## src/rtl/psram_pkg.sv

```systemverilog
// psram_pkg: shared FSM state encoding and request legality limits for the PSRAM arbiter.
package psram_pkg;
    typedef logic [1:0] psram_state_t;
    localparam psram_state_t ST_IDLE  = 2'd0;
    localparam psram_state_t ST_ISSUE = 2'd1;
    localparam psram_state_t ST_BUSY  = 2'd2;
    localparam psram_state_t ST_ERR   = 2'd3;
    localparam int MIN_WR_LEN = 2;
endpackage

```

## src/rtl/psram_rr_arb2.sv

```systemverilog
// psram_rr_arb2: two-way round-robin pick; the pointer moves away from every accepted winner.
module psram_rr_arb2 (
    input  logic       i_clk,
    input  logic       i_rst,
    input  logic [1:0] i_valid,
    input  logic       i_accept,
    output logic       o_win
);
    logic r_rr;
    assign o_win = &i_valid ? r_rr : i_valid[1];
    always_ff @(posedge i_clk) begin
        if (i_rst) r_rr <= 1'b0;
        else if (i_accept) r_rr <= ~o_win;
    end
endmodule

```

## src/rtl/psram_arb.sv

```systemverilog
// psram_arb: grants one of two requesters, checks burst legality, hands the command to the
// PSRAM engine and returns a one-cycle done or error pulse to the owner.
module psram_arb
    import psram_pkg::*;
#(
    parameter int ADDR_WIDTH = 24,
    parameter int LEN_WIDTH  = 8
) (
    input  logic                    clk_i,
    input  logic                    rst_i,
    input  logic                    en_i,
    input  logic [1:0]              req_valid_i,
    output logic [1:0]              req_ready_o,
    input  logic [1:0]              req_we_i,
    input  logic [2*ADDR_WIDTH-1:0] req_addr_i,
    input  logic [2*LEN_WIDTH-1:0]  req_len_i,
    output logic [1:0]              rsp_done_o,
    output logic [1:0]              rsp_err_o,
    output logic                    core_valid_o,
    input  logic                    core_ready_i,
    output logic                    core_we_o,
    output logic [ADDR_WIDTH-1:0]   core_addr_o,
    output logic [LEN_WIDTH-1:0]    core_len_o,
    input  logic                    core_done_i,
    output logic                    owner_o,
    output logic                    busy_o
);
    localparam logic [LEN_WIDTH-1:0] MIN_LEN = LEN_WIDTH'(MIN_WR_LEN);

    psram_state_t          r_state;
    logic                  r_owner, r_we;
    logic [ADDR_WIDTH-1:0] r_addr;
    logic [LEN_WIDTH-1:0]  r_len;
    logic [1:0]            r_done;
    logic                  w_live, w_accept, w_win, w_we, w_legal, w_active;
    logic [ADDR_WIDTH-1:0] w_addr;
    logic [LEN_WIDTH-1:0]  w_len;
    logic [1:0]            w_hot;

    // Outputs are forced quiet while reset is held, even before the state register clears.
    assign w_live   = !rst_i;
    assign w_accept = w_live && r_state == ST_IDLE && en_i && |req_valid_i;

    psram_rr_arb2 u_rr (
        .i_clk    (clk_i),
        .i_rst    (rst_i),
        .i_valid  (req_valid_i),
        .i_accept (w_accept),
        .o_win    (w_win)
    );

    assign w_we    = req_we_i[w_win];
    assign w_addr  = w_win ? req_addr_i[2*ADDR_WIDTH-1:ADDR_WIDTH] : req_addr_i[ADDR_WIDTH-1:0];
    assign w_len   = w_win ? req_len_i[2*LEN_WIDTH-1:LEN_WIDTH] : req_len_i[LEN_WIDTH-1:0];
    assign w_legal = !w_addr[0] && w_len != '0 && !(w_we && w_len < MIN_LEN);

    always_ff @(posedge clk_i) begin
        if (rst_i) begin
            r_state <= ST_IDLE;
            r_owner <= 1'b0;
            r_we    <= 1'b0;
            r_addr  <= '0;
            r_len   <= '0;
            r_done  <= '0;
        end else begin
            r_done <= '0;
            case (r_state)
                ST_IDLE: if (w_accept) begin
                    r_state <= w_legal ? ST_ISSUE : ST_ERR;
                    r_owner <= w_win;
                    r_we    <= w_we;
                    r_addr  <= w_addr;
                    r_len   <= w_len;
                end
                ST_ISSUE: if (core_ready_i) r_state <= ST_BUSY;
                ST_BUSY: if (core_done_i) begin
                    r_state <= ST_IDLE;
                    r_done  <= w_hot;
                end
                default: r_state <= ST_IDLE;
            endcase
        end
    end

    assign w_hot        = r_owner ? 2'b10 : 2'b01;
    assign w_active     = w_live && (r_state == ST_ISSUE || r_state == ST_BUSY);
    assign req_ready_o  = w_accept ? (w_win ? 2'b10 : 2'b01) : 2'b00;
    assign rsp_done_o   = w_live ? r_done : 2'b00;
    assign rsp_err_o    = (w_live && r_state == ST_ERR) ? w_hot : 2'b00;
    assign core_valid_o = w_live && r_state == ST_ISSUE;
    assign core_we_o    = w_active && r_we;
    assign core_addr_o  = w_active ? r_addr : '0;
    assign core_len_o   = w_active ? r_len : '0;
    assign busy_o       = w_live && r_state != ST_IDLE;
    assign owner_o      = busy_o && r_owner;
endmodule
```

## config.mk

```make
export PLATFORM = sky130hd
export DESIGN_NAME = psram_arb
export DESIGN_NICKNAME = d
export VERILOG_FILES = /design/src/rtl/psram_pkg.sv /design/src/rtl/psram_rr_arb2.sv /design/src/rtl/psram_arb.sv
export SDC_FILE = /design/constraint.sdc
export NUM_CORES = 1
export LEC_CHECK = 0
export CORE_MARGIN = 3
export CORE_UTILIZATION = 39
export CTS_CLUSTER_SIZE = 25
export DETAILED_ROUTE_END_ITERATION = 10
export GPL_TIMING_DRIVEN = 0
export PLACE_DENSITY = 0.8
export SLEW_MARGIN = 10
export SYNTH_ARGS = -nofsm -noshare
export SYNTH_HDL_FRONTEND = slang
export SYNTH_HIERARCHICAL = 1
export SYNTH_SLANG_ARGS = --single-unit
```

## constraint.sdc

```tcl
create_clock -name clk_i -period 2.3 [get_ports clk_i]
set_clock_uncertainty 0.15 [all_clocks]
set_input_delay 0.575 -clock clk_i [delete_from_list [all_inputs] [get_ports clk_i]]
set_output_delay 0.575 -clock clk_i [all_outputs]
set_load 0.03 [all_outputs]
```

* Word-level counts from Yosys, hierarchy flattened *
Cells that the tools add are included.

operators by class
  shifts and indexed selects = 0
  multiply operators = 0
  equality and inequality tests = 6
  div/mod/pow operators = 0
  reduce and logical (&&, ||, !) cells = 24
  bitwise gates (word level) = 3
  add/subtract/negate cells = 0
  mux-type cells = 17
  magnitude comparators = 2

operators with widths
  cell                count
  $mux 24             2
  $mux 2              9
  $mux 8              2
  $logic_and 1x1->1   12
  $lt 8x2->1 const B  1
  $reduce_bool 8->1   1
  $ne 2x2->1 const B  3
  $pmux 2 s3          1
  $eq 2x2->1 const B  2
  $reduce_and 2->1    2
  $logic_not 1->1     3
  $mux 1              3
  $not 1->1           3
  $reduce_and 3->1    1
  $reduce_or 3->1     1
  $eq 2x1->1 const B  1
  $logic_not 2->1     1
  $lt 1x2->1 const B  1
  $reduce_bool 2->1   1
  $reduce_or 2->1     1
  $logic_or 1x1->1    1

word-level totals
  output and inout port bits = 42
  logic and storage cells = 59
  RAM bits = 0
  ROM bits = 0
  bits in latches = 0
  input port bits = 73
  bits in registers = 39
  memories = 0

* Depth between registers and ports, before layout *
  depth in word-level cells = 10
  mapped depth = 7

* Hierarchy *
The synthesis kept the hierarchy.

by module, submodules not included
  module         cells each  times used  area an instance (sq um)
  psram_arb      239         1           2,084.5
  psram_rr_arb2  5           1           60.1

* Least setup slack after synthesis *
OpenSTA, ideal clock, no wires.

  path type = input to output
  from = in req_valid_i[0]
  to = out req_ready_o[0]
  setup slack = -0.311 ns
  path buffers = 2
  arrival time = 1.886 ns
  required time = 1.575 ns
  cell stages on the path = 5
  cells stage by stage = nand2b_4 > and2_2 > buf_4 > buf_4 > nor3_1

on the way
  cells in the longest elaborated chain, start to end = 4

RTL lines
  element               line                 text
  start, declared       psram_arb.sv:12      input logic [1:0] req_valid_i,
  $reduce_and 2->1      psram_rr_arb2.sv:10  assign o_win = &i_valid ? r_rr : i_valid[1];
  $mux 1                psram_rr_arb2.sv:10
  net w_win             psram_arb.sv:35      logic w_live, w_accept, w_win, w_we, w_legal, w_active;
  $mux 2 (2 in series)  psram_arb.sv:87      assign req_ready_o = w_accept ? (w_win ? 2'b10 : 2'b01) : 2'b00;
  end, declared         psram_arb.sv:13      output logic [1:0] req_ready_o,

The timed path passes the listed nets, and every way through them passes these cells.

* Final worst setup path *
  from = reg r_state[1]
  to = out core_len_o[0]

on the way
  cells in the longest elaborated chain, start to end = 4

RTL lines
  element                                          line             text
  start, declared                                  psram_arb.sv:30  psram_state_t r_state;
  start signal, assigned                           psram_arb.sv:69  r_state <= w_legal ? ST_ISSUE : ST_ERR;
  $eq 2x1->1 / $eq 2x2->1 (equally long branches)  psram_arb.sv:86  assign w_active = w_live && (r_state == ST_ISSUE || r_state == ST_BUSY);
  $logic_or 1x1->1 *                               psram_arb.sv:86
  $logic_and 1x1->1 *                              psram_arb.sv:86
  $mux 8 *                                         psram_arb.sv:93  assign core_len_o = w_active ? r_len : '0;
  end, declared                                    psram_arb.sv:23  output logic [LEN_WIDTH-1:0] core_len_o,

Mark *: on every way between the ends. The rest lies on a longest branch, timed or not.

==> summary.txt <==
Synthesis
  – XOR/XNOR share of the synthesized area: 0%
  – Adder-cell share of the synthesized area: 2.92%
  – Post-Syn Area: 2140 um2
  – Syn Nets: 322
  – Synth cell count leaders: 44 x nor2_1, 39 x dfxtp_1, 34 x and2_1
  – FFs w/ async S/R, synth: 0%
  – Cell with the most instances after synthesis: nor2_1
  – Seq/Total Area, Yosys: 36.4%
  – Yosys reg bits: 39
  – Ys flop type: dfxtp_1
  – Yosys top cell area share: 36.4%
  – Proportion of synthesized area in mux cells: 15.4%
  – Simple-Gate Fraction of Synth Area: 24.4%
  – Synth cell types: 31
  – Largest family of logic cells by synthesized area: simple AND/OR/NAND/NOR gates
  – Syn. warnings: 6
  – Leading area contributor after synthesis: dfxtp_1
  – Area contributors post-synth: dfxtp_1 36%, mux2i_1 15%, a211oi_1 11%
  – Mapped Cells: 244
  – Compound-Gate Fraction of Synth Area: 15.5%
  – Number of enable flip-flop cells after synthesis: 0
  – Syn_area_per_cell: 8.79 um2

Pwr
  – IR drop worst, VDD: 0.478 mV
  – Leakage: 1.62 nW
  – Power density over the cells: 804 nW/um2
  – Final total power: 3.12 mW

GRT
  – Initial antenna violation count: 0
  – Global route hottest layer: met2
  – Largest net degree at the start of global routing: 13
  – GRT Overall Usage: 21.9%
  – Met2 usage: 40.1%
  – Grt met1 use: 25.4%
  – Gr ovfl total: 0
  – Vias in the first global route: 2,294
  – GR Util met3: 5.16%
  – First-pass GRT wire length: 11,000 um

Timing
  – Final setup violation count: 25
  – RSZ-0062 raised after global routing: true
  – Slew Limit Headroom: 66.4%
  – Worst hold slack: 0.343 ns
  – Final critical-path required period: 2.36 ns
  – Crit share post-route: 102%
  – Final worst slack: -0.0552 ns
  – Slew @ Worst Pin: 0.504 ns
  – Fmax: 0.425 GHz
  – Slew Limit Fails: 0
  – Final hold violation count: 0

Drt
  – Vias per Instance: 4.97
  – DR WL/cell: 15.3 um
  – TritonRoute pass-1 iters: 6
  – Vias: 2,292
  – Residual DRC count: 0
  – Antenna-violating nets left: 0
  – DRT iter0 DRCs: 66
  – Drt total wl: 7070 um

Clock network
  – Root Buffer Master: clkbuf_8
  – CTS tree: yes
  – Max clock buf depth: 2
  – Total CTS buffers: 5
  – Reg clk slew, reported paths: 0.08 ns
  – Clock latency on the worst-skew pair: 0.29 ns
  – H-Tree Depth: 2
  – # clock sinks: 39

Floorplan
  – Core box area: 5200 um2
  – Chip Height: 80.2 um
  – Initial core utilization: 41.2%
  – Die area: 6420 um2
  – # rows: 26
  – Die width: 80.2 um
  – I/O Pins: 115

Flow run
  – Max_cap viols: 0

Layout
  – Number of antenna diodes: 0
  – Layout cell share with drive strength beyond 1: 36.6%
  – Synthesis-to-layout area growth: 81.2%
  – Fin util: 74.6%
  – Nets: 468

Worst setup path
  – CP cell instances: inv_2 > ha_4 > nor2b_4 > buf_12 > buf_8 > and2_4 > buf_6
  – Critical Path End Type: output pin
  – Worst Path Arrival: 1.63 ns
  – CP peak stage delay: 0.35 ns
  – Stages on worst setup path: 7
  – Setup slack, reg-to-reg: 0.09 ns
  – Worst r2r path cells: 14
  – Crit start category: flop
  – Slowest CP cell: dfxtp_2
  – CP delay by family, top: buffers and inverters
  – WS Path Type: flop to output pin
  – WP data required: 1.57 ns
  – CP bufs+invs: 4
  – Crit Path Max Fanout: 5

Placed design
  – Hpwl dp: 4910 um
  – # port buffers: 114
  – RD Place Congestion: 0.819

Outcome
  – Status: finished, violations left
  – Failing checks: negative setup slack

Min path
  – Hold Crit Depth: 1
  – Hold Crit Class: flop to flop
[final cells by class]
cell class	instances	area, um2
sequential	39	783
fill	388	1320
multi-input combinational	182	1390
clock buffer	5	68.8
tap	70	87.6
buffer	19	164
inverter	5	18.8
clock inverter	3	15.0
timing repair buffer	138	1360
[metal layers]
metal / routed length (um) / up-vias
met4: 50 / 0
met1: 2820 / 1078
met3: 419 / 4
met5: 0 / -
li1: - / 1139
met2: 3780 / 71
[logic make-up after synthesis]
| family | after synthesis |
|---|---|
| flip-flops | 39 |
| buffers and inverters | 24 |
| AO/OA/AOI/OAI | 42 |
| adder cells (fa/ha/maj) | 5 |
| multiplexers | 33 |
| AND/OR/NAND/NOR | 101 |
[final timing paths]
path | start | to
min reg2reg | r_owner | r_done[0]
max reg2reg | r_state[1] | u_rr/r_rr
max | r_state[1] | core_len_o[0]
min | r_owner | r_done[0]
[per-stage QoR]
step,area (um2),instances,setup WS [ns],setup TNS (ns)
global route,3880,461,-0.114,-2.82
floorplan,2150,244,-0.0606,-0.0606
CTS,3810,457,-0.110,-3.08
finish,3880,461,-0.0552,-1.08
global placement,3380,428,-1.29,-51.40
detailed placement,3380,428,-1.31,-52.85
[state kept, by name (all words and copies together), names as in the netlist]
register / flops
r_we: 1
r_addr: 24
r_state: 2
r_done: 2
u_rr/r_rr: 1
r_len: 8
r_owner: 1
[what timing repair did]
| action | CTS | global route |
|---|---|---|
| gates cloned | 4 | 0 |
| hold endpoints to repair | 0 | 0 |
| pin swaps | 23 | 11 |
| setup endpoints to repair | 43 | 40 |
| resized for setup | 314 | 39 |
| hold buffers | 0 | 0 |
| buffers inserted | 17 | 4 |
[layout by cell type, fill, tap and decap left out, types with 2 or more instances in the layout]
cell,synthesis,final
buf_2,7,14
buf_12,0,2
nor3_1,4,2
mux2i_1,33,33
inv_1,4,2
nand2_1,4,4
and2_4,0,32
ha_1,5,4
clkdlybuf4s15_2,0,4
a211oi_1,32,32
clkinv_2,0,3
clkbuf_8,0,5
dfxtp_2,0,2
nor2_1,44,42
clkdlybuf4s50_1,0,68
nor2b_1,5,4
nand2b_1,3,3
dfxtp_1,39,37
clkbuf_1,7,3
nor4_1,2,2
nor2b_4,0,2
inv_2,1,3
a21oi_1,2,2
buf_4,4,23
and2_1,34,3
nor3_2,0,2
buf_6,0,32
buf_8,0,8
[power by group]
part	switching, mW	internal [mW]	leakage, nW
sequential	0.0820	0.836	0.322
combinational	0.855	0.897	1.25
clock	0.245	0.208	0.0477
total	1.18	1.94	1.62
No activity file was read; power rests on OpenSTA's default activity.
